--- config.mk ---
export PLATFORM = sky130hd
export DESIGN_NAME = mem_port_arbiter
export DESIGN_NICKNAME = d
export VERILOG_FILES = /design/src/rtl/mem_port_arbiter.sv
export SDC_FILE = /design/constraint.sdc
export NUM_CORES = 1
export LEC_CHECK = 0
export CORE_MARGIN = 3
export CORE_UTILIZATION = 38
export CTS_CLUSTER_SIZE = 30
export DETAILED_ROUTE_END_ITERATION = 8
export GPL_ROUTABILITY_DRIVEN = 1
export GPL_TIMING_DRIVEN = 0
export PLACE_DENSITY = 0.78
export SYNTH_ARGS = -nofsm -noshare
export SYNTH_HDL_FRONTEND = slang
export SYNTH_SLANG_ARGS = --single-unit
--- constraint.sdc ---
create_clock -name clk -period 1.7 [get_ports clk]
set_input_delay 0.34 -clock clk [delete_from_list [all_inputs] [get_ports clk]]
set_output_delay 0.34 -clock clk [all_outputs]
set_load 0.03 [all_outputs]
--- src/rtl/mem_port_arbiter.sv ---
// Shares one memory port between instruction fetch and data load/store, with a fixed access latency.
// Define ARB_ROUND_ROBIN_EN to alternate winners on simultaneous requests; by default data has fixed priority.
module mem_port_arbiter #(
  parameter int ADDR_W      = 32,
  parameter int DATA_W      = 64,
  parameter int MEM_LATENCY = 2
) (
  input  logic              clk,
  input  logic              reset,
  input  logic              if_req,
  input  logic [ADDR_W-1:0] if_addr,
  output logic [DATA_W-1:0] if_rdata,
  output logic              if_ack,
  input  logic              d_req,
  input  logic              d_we,
  input  logic [ADDR_W-1:0] d_addr,
  input  logic [DATA_W-1:0] d_wdata,
  output logic [DATA_W-1:0] d_rdata,
  output logic              d_ack,
  output logic [ADDR_W-1:0] mem_addr,
  output logic [DATA_W-1:0] mem_wdata,
  output logic              mem_we,
  input  logic [DATA_W-1:0] mem_rdata,
  output logic              busy,
  output logic              grant_id
);

  typedef enum logic [1:0] {IDLE, ACCESS, RESP} state_t;

  localparam logic [3:0] CNT_INIT = 4'(MEM_LATENCY - 1);

  state_t            stateReg, stateNext;
  logic [3:0]        cntReg;
  logic              grantIdReg;
  logic              isStoreReg;
  logic              ifAckReg, dAckReg, memWeReg;
  logic [ADDR_W-1:0] memAddrReg;
  logic [DATA_W-1:0] memWdataReg, ifRdataReg, dRdataReg;
  logic              anyReq;
  logic              winner;

`ifdef ARB_ROUND_ROBIN_EN
  logic lastWinnerReg;
`endif

  // winner: 0 = fetch, 1 = data
  always_comb begin
    anyReq = if_req | d_req;
`ifdef ARB_ROUND_ROBIN_EN
    if (if_req && d_req) winner = ~lastWinnerReg;
    else                 winner = d_req;
`else
    winner = d_req;
`endif
  end

  always_comb begin
    stateNext = stateReg;
    case (stateReg)
      IDLE:    if (anyReq) stateNext = ACCESS;
      ACCESS:  if (cntReg == 4'd0) stateNext = RESP;
      RESP:    stateNext = IDLE;
      default: stateNext = IDLE;
    endcase
  end

  always_ff @(posedge clk) begin
    if (reset) begin
      stateReg    <= IDLE;
      cntReg      <= 4'd0;
      grantIdReg  <= 1'b0;
      isStoreReg  <= 1'b0;
      ifAckReg    <= 1'b0;
      dAckReg     <= 1'b0;
      memWeReg    <= 1'b0;
      memAddrReg  <= '0;
      memWdataReg <= '0;
      ifRdataReg  <= '0;
      dRdataReg   <= '0;
`ifdef ARB_ROUND_ROBIN_EN
      lastWinnerReg <= 1'b0;
`endif
    end else begin
      stateReg <= stateNext;
      // acks and the write strobe are single-cycle pulses
      ifAckReg <= 1'b0;
      dAckReg  <= 1'b0;
      memWeReg <= 1'b0;
      case (stateReg)
        IDLE: begin
          if (anyReq) begin
            grantIdReg <= winner;
            cntReg     <= CNT_INIT;
            isStoreReg <= winner & d_we;
            memWeReg   <= winner & d_we;
            if (winner) begin
              memAddrReg  <= d_addr;
              memWdataReg <= d_wdata;
            end else begin
              memAddrReg  <= if_addr;
            end
`ifdef ARB_ROUND_ROBIN_EN
            lastWinnerReg <= winner;
`endif
          end
        end
        ACCESS: begin
          cntReg <= cntReg - 4'd1;
          if (cntReg == 4'd0) begin
            if (!grantIdReg) begin
              ifRdataReg <= mem_rdata;
              ifAckReg   <= 1'b1;
            end else begin
              if (!isStoreReg) dRdataReg <= mem_rdata;
              dAckReg <= 1'b1;
            end
          end
        end
        default: ;
      endcase
    end
  end

  assign busy      = (stateReg != IDLE);
  assign grant_id  = grantIdReg;
  assign if_ack    = ifAckReg;
  assign d_ack     = dAckReg;
  assign mem_we    = memWeReg;
  assign mem_addr  = memAddrReg;
  assign mem_wdata = memWdataReg;
  assign if_rdata  = ifRdataReg;
  assign d_rdata   = dRdataReg;

endmodule

==> results.sh, run 1 <==
export IMPL_violations="negative setup slack"
export IMPL_ir_drop_v=0.000619
export IMPL_min_path_cells=3
export IMPL_io_pins=426
export IMPL_dp_hpwl_um=26100
export IMPL_nNetsFinal=1727
export IMPL_finalWorstSetupSlack_ps=-279
export IMPL_core_um2=24500
export IMPL_ys_types=33
export IMPL_wirelength_um=35000
export IMPL_ys_warn_count=0
export IMPL_synth_top_cells_by_count="dfxtp_1, a21oi_1, nand2_1, nand2b_1, mux2i_1"
export IMPL_relSlewSlack_pct=53.4
export IMPL_skew_ps=10.6
export IMPL_clock_latency_ps=520
export IMPL_setup_viol=94
export IMPL_clkTransAtPathRegs_ps=60
export IMPL_fp_dieH_um=164
export IMPL_drcViolationCount=0
export IMPL_start_util_pct=39.0
export IMPL_max_stage_delay_ps=380
export IMPL_htreeDepth=1
export IMPL_synth_top_area_share_pct=49.3
export IMPL_clockBufferDepth=3
export IMPL_reg2reg_to="if_rdata[29]$_SDFFE_PP0P_"
export IMPL_wl_per_cell_um=18.6
export IMPL_grt_use_total_pct=24.2
export IMPL_synth_fp_nets=1253
export IMPL_synth_edff_count=0
export IMPL_hold_violations=0
export IMPL_min_path_type="in2reg"
export IMPL_overflow=0
export IMPL_drtIter0Drc=541
export IMPL_path_cells="inv_2 -> ha_4 -> or3b_4 -> buf_8 -> nor3_4 -> buf_6 -> buf_12 -> buf_12 -> mux2i_1"
export IMPL_area_growth_pct=59.8
export IMPL_synthCells=1054
export IMPL_ant_nets=0
export IMPL_cp_slowest_cell="or3b_4"
export IMPL_synth_area_top_cells="dfxtp_1, mux2i_1, a21oi_1"
export IMPL_r2r_start="cntReg[1]$_SDFFE_PP0P_"
export IMPL_core_rowCount=57
export IMPL_firstDrtPassIters=7
export IMPL_dp_cells=1801
export IMPL_tns_ps=-14610
export IMPL_ff_latch_area_um2=4720
export IMPL_worstMarginPinSlew_ps=699
export IMPL_crit_arrival_ps=2420
export IMPL_period_needed_ps=1980
export IMPL_fillCellCount=2189
export IMPL_synthFlopType="dfxtp_1"
export IMPL_cts_tree="done"
export IMPL_gp_congestion=0.836
export IMPL_async_flop_share_pct=0
export IMPL_yosys_cell_count_top_type="dfxtp_1"
export IMPL_yosysTopAreaCell="dfxtp_1"
export IMPL_fp_dieW_um=164
export IMPL_fp_dieArea_um2=27000
export IMPL_finalPower_mw=16.2
export IMPL_critPathMostFrequentCell="buf_12"
export IMPL_crit_path_end_kind="flop"
export IMPL_leakagePower_nw=6.48
export IMPL_grt_max_degree=14
export IMPL_drive_gt1_share_pct=9.51
export IMPL_max_cap_violations=0
export IMPL_rsz0062_at_grt="yes"
export IMPL_cp_start_kind="flop"
export IMPL_grt_pass1_vias=9451
export IMPL_max_freq_ghz=0.505
export IMPL_maxSlewViolCount=0
export IMPL_stdcell_count=1875
export IMPL_p_per_area_nw_per_um2=1060
export IMPL_required_ps=2140
export IMPL_grt_first_pass_wirelength_um=51700
export IMPL_cts_sinks=235
export IMPL_crit_family="buffers and inverters"
export IMPL_cp_num_buf_inv=5
export IMPL_finalCritPeriodShare_pct=116
export IMPL_clockRootBuffer="clkbuf_16"
export IMPL_min_to="mem_addr[1]$_SDFFE_PP0P_"
export IMPL_hp_start="d_req"
export IMPL_antenna_found_initial=4
export IMPL_io_buffers=423
export IMPL_yosysSeqAreaShare_pct=49.3
export IMPL_status="finished with violations"
export IMPL_rrSetupSlack_ps=-280
export IMPL_path_class="reg2reg"
export IMPL_synth_seq_cells=235
export IMPL_cts_hold_buffers=0
export IMPL_multiInputGateArea_um2=4370
export IMPL_reg2reg_depth=9
export IMPL_cp_max_fo=10
export IMPL_netlist_area_um2=9540
export IMPL_vias=9535
export IMPL_vias_per_cell=5.09
export IMPL_numCtsBuffers=26
export IMPL_avgSynthCellArea_um2=9.05
[flip-flops by register name, indices dropped and copies added (netlist names)]
| register | flops |
|---|---|
| mem_wdata | 64 |
| mem_we | 1 |
| mem_addr | 32 |
| if_ack | 1 |
| isStoreReg | 1 |
| stateReg | 2 |
| if_rdata | 64 |
| d_ack | 1 |
| cntReg | 4 |
| d_rdata | 64 |
| grant_id | 1 |
[logic make-up after synthesis]
group | synth area share [%]
mux | 10.2
buf+inv | 5.81
xor+xnor | 0.0919
compound gates | 14.9
fa+ha+maj | 0.262
simple gates | 19.4
flops | 49.3
[cells in the final DEF (no fill, tap or decap), types with 3 or more instances in the layout]
master	n
dfxtp_1	230
dlygate4sd2_1	216
clkdlybuf4s50_1	194
a21oi_1	163
nand2_1	130
nand2b_1	130
mux2i_1	96
nand4_1	64
clkbuf_1	53
a211oi_1	32
o21ai_1	31
clkbuf_16	30
buf_2	29
o21ai_0	26
buf_4	14
buf_12	12
clkdlybuf4s15_1	10
buf_6	8
clkbuf_8	8
o21ai_2	7
clkbuf_2	7
clkinv_2	7
nor2_1	6
diode_2	5
nor3b_1	3
clkinvlp_4	3
dfxtp_2	3
[how the worst max path moves through the flow]
stage | startpoint | end | slack (ps) | cells past startpoint
2_1_floorplan | cntReg[0]$_SDFFE_PP0P_ | if_rdata[10]$_SDFFE_PP0P_ | -20 | 8
3_3_place_gp | reset | d_rdata[61]$_SDFFE_PP0P_ | -410 | 4
3_5_place_dp | reset | cntReg[1]$_SDFFE_PP0P_ | -510 | 4
4_1_cts | cntReg[0]$_SDFFE_PP0P_ | if_rdata[5]$_SDFFE_PP0P_ | -240 | 10
5_1_grt | cntReg[1]$_SDFFE_PP0P_ | if_rdata[61]$_SDFFE_PP0P_ | -350 | 9
6_report | cntReg[1]$_SDFFE_PP0P_ | if_rdata[29]$_SDFFE_PP0P_ | -280 | 9
[stage by stage]
step	hold slack [ps]	cell area, um^2	worst slack, ps	util, %
detailed placement	447	14200	-506	58.0
finish	293	15200	-279	62.3
global placement	441	14200	-409	58.0
global route	307	15200	-351	62.3
floorplan	463	9540	-18.2	-
CTS	279	15100	-240	61.7
[timing repair]
item / CTS / global route
endpoints found under the setup margin: 384 / 173
setup buffers: 13 / 9
gates cloned: 5 / 3
pin swaps: 1 / 6
resized for setup: 287 / 69
[metal layers]
layer / vias up / wire, um / track usage (%)
li1: 4626 / - / -
met1: 4410 / 13300 / 27.6
met2: 399 / 16800 / 41.1
met3: 96 / 3070 / 7.47
met4: 4 / 1740 / 11.9
met5: - / 27 / 0
[power breakdown]
part	internal [mW]	switching [mW]
sequential	5.95	0.242
combinational	1.85	2.64
clock	3.22	2.26
total	11.0	5.14
[layout make-up]
type / instances / share of cell area (%)
Antenna cell: 5 / 0.0821
Buffer: 102 / 3.88
Clock buffer: 36 / 5.18
Clock inverter: 10 / 0.378
Inverter: 3 / 0.0739
Multi-Input combinational cell: 712 / 28.7
Sequential cell: 235 / 30.9
Tap cell: 324 / 2.66
Timing Repair Buffer: 448 / 28.2
[worst register-to-register path, cell delays in order (launching register included)]
cell and delay, ps:
dfxtp_2 320, inv_2 80, ha_4 130, or3b_4 380, buf_8 140, nor3_4 220
buf_6 160, buf_12 140, buf_12 150, mux2i_1 190
(Power assumes the default switching activity.)
==> inputs of run 2 (changes only) <==
--- a/config.mk
+++ b/config.mk
@@ -12,6 +12,7 @@
 export GPL_ROUTABILITY_DRIVEN = 1
 export GPL_TIMING_DRIVEN = 0
 export PLACE_DENSITY = 0.78
+export SKIP_CTS_REPAIR_TIMING = 1
 export SYNTH_ARGS = -nofsm -noshare
 export SYNTH_HDL_FRONTEND = slang
 export SYNTH_SLANG_ARGS = --single-unit
==> run 2 against run 1 <==
Utilization is 2.5 points higher; flip-flop and latch count stayed put; sequential power hardly changed; via count is 0.30% lower; the flow still finishes with violations (negative setup slack); clock power hardly changed; sequential share of layout area is 1.2 points lower; register-to-register slack better by 80 ps; clock skew is 2.9 ps lower; count of clock-buffer cells in the layout stayed put; final area is 4.1% higher; worst setup slack better by 80 ps.
==> results.sh, run 2 (synthesized netlist as in run 1, its figures left out) <==
export IMPL_finalWorstSetupSlack_ps=-199
export IMPL_violations="negative setup slack"
export IMPL_most_common_layout_cells="dfxtp_1, dlymetal6s2s_1, clkdlybuf4s50_1"
export IMPL_use_met1_pct=27.4
export IMPL_status="finished with violations"
export IMPL_period_needed_ps=1900
export IMPL_core_um2=24500
export IMPL_final_common_cell="dfxtp_1"
export IMPL_worstMarginPinSlew_ps=704
export IMPL_path_class="reg2reg"
export IMPL_p_per_area_nw_per_um2=1020
export IMPL_cts_tree="done"
export IMPL_clock_latency_ps=520
export IMPL_grt_max_degree=14
export IMPL_setup_viol=65
export IMPL_clkTransAtPathRegs_ps=60
export IMPL_finalPower_mw=16.2
export IMPL_max_cap_violations=0
export IMPL_ir_drop_v=0.000669
export IMPL_grt_pass1_vias=9315
export IMPL_grt_first_pass_wirelength_um=50900
export IMPL_use_met2_pct=40.0
export IMPL_htreeDepth=1
export IMPL_core_rowCount=57
export IMPL_cp_start_kind="flop"
export IMPL_vias_per_cell=5.11
export IMPL_clockBufferDepth=3
export IMPL_numCtsBuffers=26
export IMPL_finalCritPeriodShare_pct=112
export IMPL_gp_congestion=0.836
export IMPL_io_buffers=423
export IMPL_io_pins=426
export IMPL_fp_dieH_um=164
export IMPL_crit_path_end_kind="flop"
export IMPL_area_growth_pct=66.3
export IMPL_vias=9506
export IMPL_wl_per_cell_um=18.8
export IMPL_relSlewSlack_pct=53.0
export IMPL_cts_sinks=235
export IMPL_ant_nets=0
export IMPL_start_util_pct=39.0
export IMPL_required_ps=2140
export IMPL_drive_gt1_share_pct=9.87
export IMPL_grt_use_total_pct=23.8
export IMPL_drcViolationCount=0
export IMPL_dp_hpwl_um=26100
export IMPL_max_freq_ghz=0.526
export IMPL_skew_ps=7.60
export IMPL_min_path_type="in2reg"
export IMPL_fp_dieW_um=164
export IMPL_drtIter0Drc=517
export IMPL_maxSlewViolCount=0
export IMPL_overflow=0
export IMPL_nNetsFinal=1711
export IMPL_leakagePower_nw=9.35
export IMPL_postLayoutCoreUtil_pct=64.8
export IMPL_clockRootBuffer="clkbuf_16"
export IMPL_use_met3_pct=7.70
export IMPL_cp_max_fo=10
export IMPL_crit_arrival_ps=2340
export IMPL_tns_ps=-10450
export IMPL_wirelength_um=35000
export IMPL_firstDrtPassIters=4
export IMPL_busiest_layer="met2"
export IMPL_antenna_found_initial=4
export IMPL_hold_violations=0
export IMPL_dpl_worst_slack_ps=-506
export IMPL_rsz0062_at_grt="yes"
export IMPL_fp_dieArea_um2=27000
-- run 2: cell count changes in the layout (fill, tap and decap cells not counted), sizes merged --
| cell | previous run | this run |
|---|---|---|
| dlygate4sd2 | 216 | 0 |
| clkdlybuf4s15 | 11 | 0 |
| clkbuf | 98 | 104 |
| dlymetal6s2s | 0 | 227 |
| buf | 67 | 45 |
-- run 2: final timing paths --
kind	startpoint	end	slack [ps]	depth (start not counted)
setup / recovery	cntReg[0]$_SDFFE_PP0P_	if_rdata[45]$_SDFFE_PP0P_	-200	8
hold / removal	d_req	mem_addr[1]$_SDFFE_PP0P_	300	3
setup reg to reg	cntReg[0]$_SDFFE_PP0P_	if_rdata[45]$_SDFFE_PP0P_	-200	8
hold reg to reg	mem_wdata[55]$_SDFFE_PP0P_	mem_wdata[55]$_SDFFE_PP0P_	450	2
-- run 2: final cells by class --
type | count | area (um^2)
repair buffers | 431 | 4850
diodes | 5 | 12.5
fillers | 2004 | 8600
flip-flops and latches | 235 | 4710
clock inverters | 10 | 57.6
multi-input cells | 712 | 4390
plain buffers | 103 | 627
clock buffers | 36 | 790
inverters | 3 | 11.3
well taps | 324 | 405
-- run 2: stage by stage --
stage          instances  area [um^2]  hold WS (ps)
2_1_floorplan       1054         9540           463
3_3_place_gp        1801        14200           441
3_5_place_dp        1801        14200           447
4_1_cts             1847        15000           279
5_1_grt             1856        15900           305
6_report            1859        15900           296
-- run 2: metal layers --
layer | share of wire (%) | wire length, um | vias to the layer above
met5 | 0.077 | 27 | -
met4 | 4.6 | 1610 | 4
met3 | 8.5 | 2970 | 93
met2 | 49 | 17100 | 381
met1 | 38 | 13300 | 4438
li1 | - | - | 4590
-- run 2: power by group --
| group | leakage (nW) | internal (mW) | switching, mW |
|---|---|---|---|
| clock | 0.419 | 3.22 | 2.25 |
| combinational | 7.01 | 1.90 | 2.61 |
| sequential | 1.92 | 5.95 | 0.247 |
| total | 9.35 | 11.1 | 5.12 |
-- run 2: critical path, cell delays in order, from the launching register on --
cell	delay, ps
dfxtp_2	340
inv_2	60
ha_2	170
or3b_4	400
buf_12	160
nor3_4	140
buf_12	190
buf_12	160
mux2i_1	200
==> inputs of run 3 (changes only) <==
--- a/config.mk
+++ b/config.mk
@@ -11,6 +11,7 @@
 export DETAILED_ROUTE_END_ITERATION = 8
 export GPL_ROUTABILITY_DRIVEN = 1
 export GPL_TIMING_DRIVEN = 0
+export MAX_ROUTING_LAYER = met4
 export PLACE_DENSITY = 0.78
 export SKIP_CTS_REPAIR_TIMING = 1
 export SYNTH_ARGS = -nofsm -noshare
==> run 3 against run 2 <==
The run still ends with negative setup slack left; power barely moved; combinational power barely moved; highest routed layer is now met4; count of clock-buffer cells in the layout is the same; final cell count about the same; critical path depth is the same; non-clock buffer count is the same; global-route usage grew 0.67 points; die area did not move; final area is essentially flat; worst hold slack barely moved; wire length barely moved.
==> results.sh, run 3 (synthesized netlist as in run 1, its figures left out) <==
export IMPL_crit_path_end_kind="flop"
export IMPL_cts_sinks=235
export IMPL_finalCritPeriodShare_pct=112
export IMPL_fin_area_um2=15900
export IMPL_violations="negative setup slack"
export IMPL_cp_max_fo=10
export IMPL_grt_first_pass_wirelength_um=50700
export IMPL_drcViolationCount=0
export IMPL_required_ps=2140
export IMPL_fillCellCount=2005
export IMPL_cp_num_buf_inv=4
export IMPL_path_cells="inv_2 -> ha_2 -> or3b_4 -> buf_12 -> nor3_4 -> buf_12 -> buf_12 -> mux2i_1"
export IMPL_grt_max_degree=14
export IMPL_io_pins=426
export IMPL_setup_viol=65
export IMPL_max_freq_ghz=0.526
export IMPL_dp_cells=1801
export IMPL_area_growth_pct=66.3
export IMPL_relSlewSlack_pct=52.5
export IMPL_wl_per_cell_um=18.8
export IMPL_status="finished with violations"
export IMPL_clockBufferDepth=3
export IMPL_io_buffers=423
export IMPL_crit_family="buffers and inverters"
export IMPL_finalWorstSetupSlack_ps=-200
export IMPL_ant_nets=0
export IMPL_skew_ps=7.00
export IMPL_final_common_cell="dfxtp_1"
export IMPL_fp_dieW_um=164
export IMPL_overflow=0
export IMPL_clockRootBuffer="clkbuf_16"
export IMPL_antenna_found_initial=4
export IMPL_dpl_worst_slack_ps=-506
export IMPL_grt_use_total_pct=24.4
export IMPL_crit_arrival_ps=2340
export IMPL_clkTransAtPathRegs_ps=60
export IMPL_vias=9493
export IMPL_fp_dieArea_um2=27000
export IMPL_core_rowCount=57
export IMPL_rsz0062_at_grt="yes"
export IMPL_grt_pass1_vias=9365
export IMPL_p_per_area_nw_per_um2=1020
export IMPL_gp_congestion=0.849
export IMPL_cts_tree="done"
export IMPL_period_needed_ps=1900
export IMPL_min_path_type="in2reg"
export IMPL_drtIter0Drc=528
export IMPL_rrSetupSlack_ps=-200
export IMPL_leakagePower_nw=9.35
export IMPL_wirelength_um=35000
export IMPL_path_class="reg2reg"
export IMPL_max_stage_delay_ps=400
export IMPL_drive_gt1_share_pct=9.74
export IMPL_max_cap_violations=0
export IMPL_dpl_cell_area_um2=14200
export IMPL_most_common_layout_cells="dfxtp_1, dlymetal6s2s_1, clkdlybuf4s50_1"
export IMPL_cp_slowest_cell="or3b_4"
export IMPL_core_um2=24500
export IMPL_maxSlewViolCount=0
export IMPL_postLayoutCoreUtil_pct=64.8
export IMPL_clock_latency_ps=520
export IMPL_htreeDepth=1
export IMPL_start_util_pct=39.0
export IMPL_fp_dieH_um=164
export IMPL_numCtsBuffers=26
export IMPL_vias_per_cell=5.10
export IMPL_worstMarginPinSlew_ps=712
export IMPL_cp_start_kind="flop"
export IMPL_dp_hpwl_um=26100
export IMPL_nNetsFinal=1711
export IMPL_finalPower_mw=16.2
export IMPL_firstDrtPassIters=5
export IMPL_hold_violations=0
export IMPL_ir_drop_v=0.000669
export IMPL_critPathMostFrequentCell="buf_12"
export IMPL_stdcell_count=1860
-- run 3: cell count changes in the layout (fill, tap and decap cells not counted), sizes merged --
cell / delta
diode: +1
-- run 3: power by group --
| group | switching (mW) | leakage (nW) | internal, mW |
|---|---|---|---|
| clock | 2.24 | 0.419 | 3.22 |
| combinational | 2.61 | 7.01 | 1.90 |
| sequential | 0.249 | 1.92 | 5.95 |
| total | 5.10 | 9.35 | 11.1 |
-- run 3: per-stage QoR --
| stage | setup TNS, ps | hold slack [ps] |
|---|---|---|
| detailed placement | -60750 | 447 |
| finish | -10550 | 296 |
| global route | -14440 | 305 |
| global placement | -48660 | 441 |
| floorplan | -1090 | 463 |
| CTS | -72370 | 279 |
-- run 3: final timing paths --
| check | start | endpoint | cells past startpoint |
|---|---|---|---|
| hold reg to reg | mem_wdata[55]$_SDFFE_PP0P_ | mem_wdata[55]$_SDFFE_PP0P_ | 2 |
| setup / recovery | cntReg[0]$_SDFFE_PP0P_ | if_rdata[17]$_SDFFE_PP0P_ | 8 |
| hold / removal | d_req | mem_addr[1]$_SDFFE_PP0P_ | 3 |
| setup reg to reg | cntReg[0]$_SDFFE_PP0P_ | if_rdata[17]$_SDFFE_PP0P_ | 8 |
-- run 3: final cells by class --
| cell class | count | area (um^2) | share of cell area, % |
|---|---|---|---|
| Clock inverter | 10 | 57.6 | 0.363 |
| Clock buffer | 36 | 790 | 4.98 |
| Antenna cell | 6 | 15.0 | 0.0947 |
| Timing Repair Buffer | 431 | 4850 | 30.6 |
| Tap cell | 324 | 405 | 2.56 |
| Buffer | 103 | 627 | 3.95 |
| Inverter | 3 | 11.3 | 0.0710 |
| Multi-Input combinational cell | 712 | 4380 | 27.7 |
| Sequential cell | 235 | 4710 | 29.7 |
-- run 3: per-layer routing --
metal	up-vias	wire, um	global-route usage [%]
li1	4594	-	-
met1	4417	13500	28.0
met2	385	17100	40.0
met3	97	2730	6.57
met4	0	1700	11.5
met5	-	0	-
-- run 3: worst register-to-register path, stage by stage (launching register included) --
cell     delay, ps
dfxtp_2        340
inv_2           60
ha_2           170
or3b_4         400
buf_12         170
nor3_4         140
buf_12         190
buf_12         160
mux2i_1        200
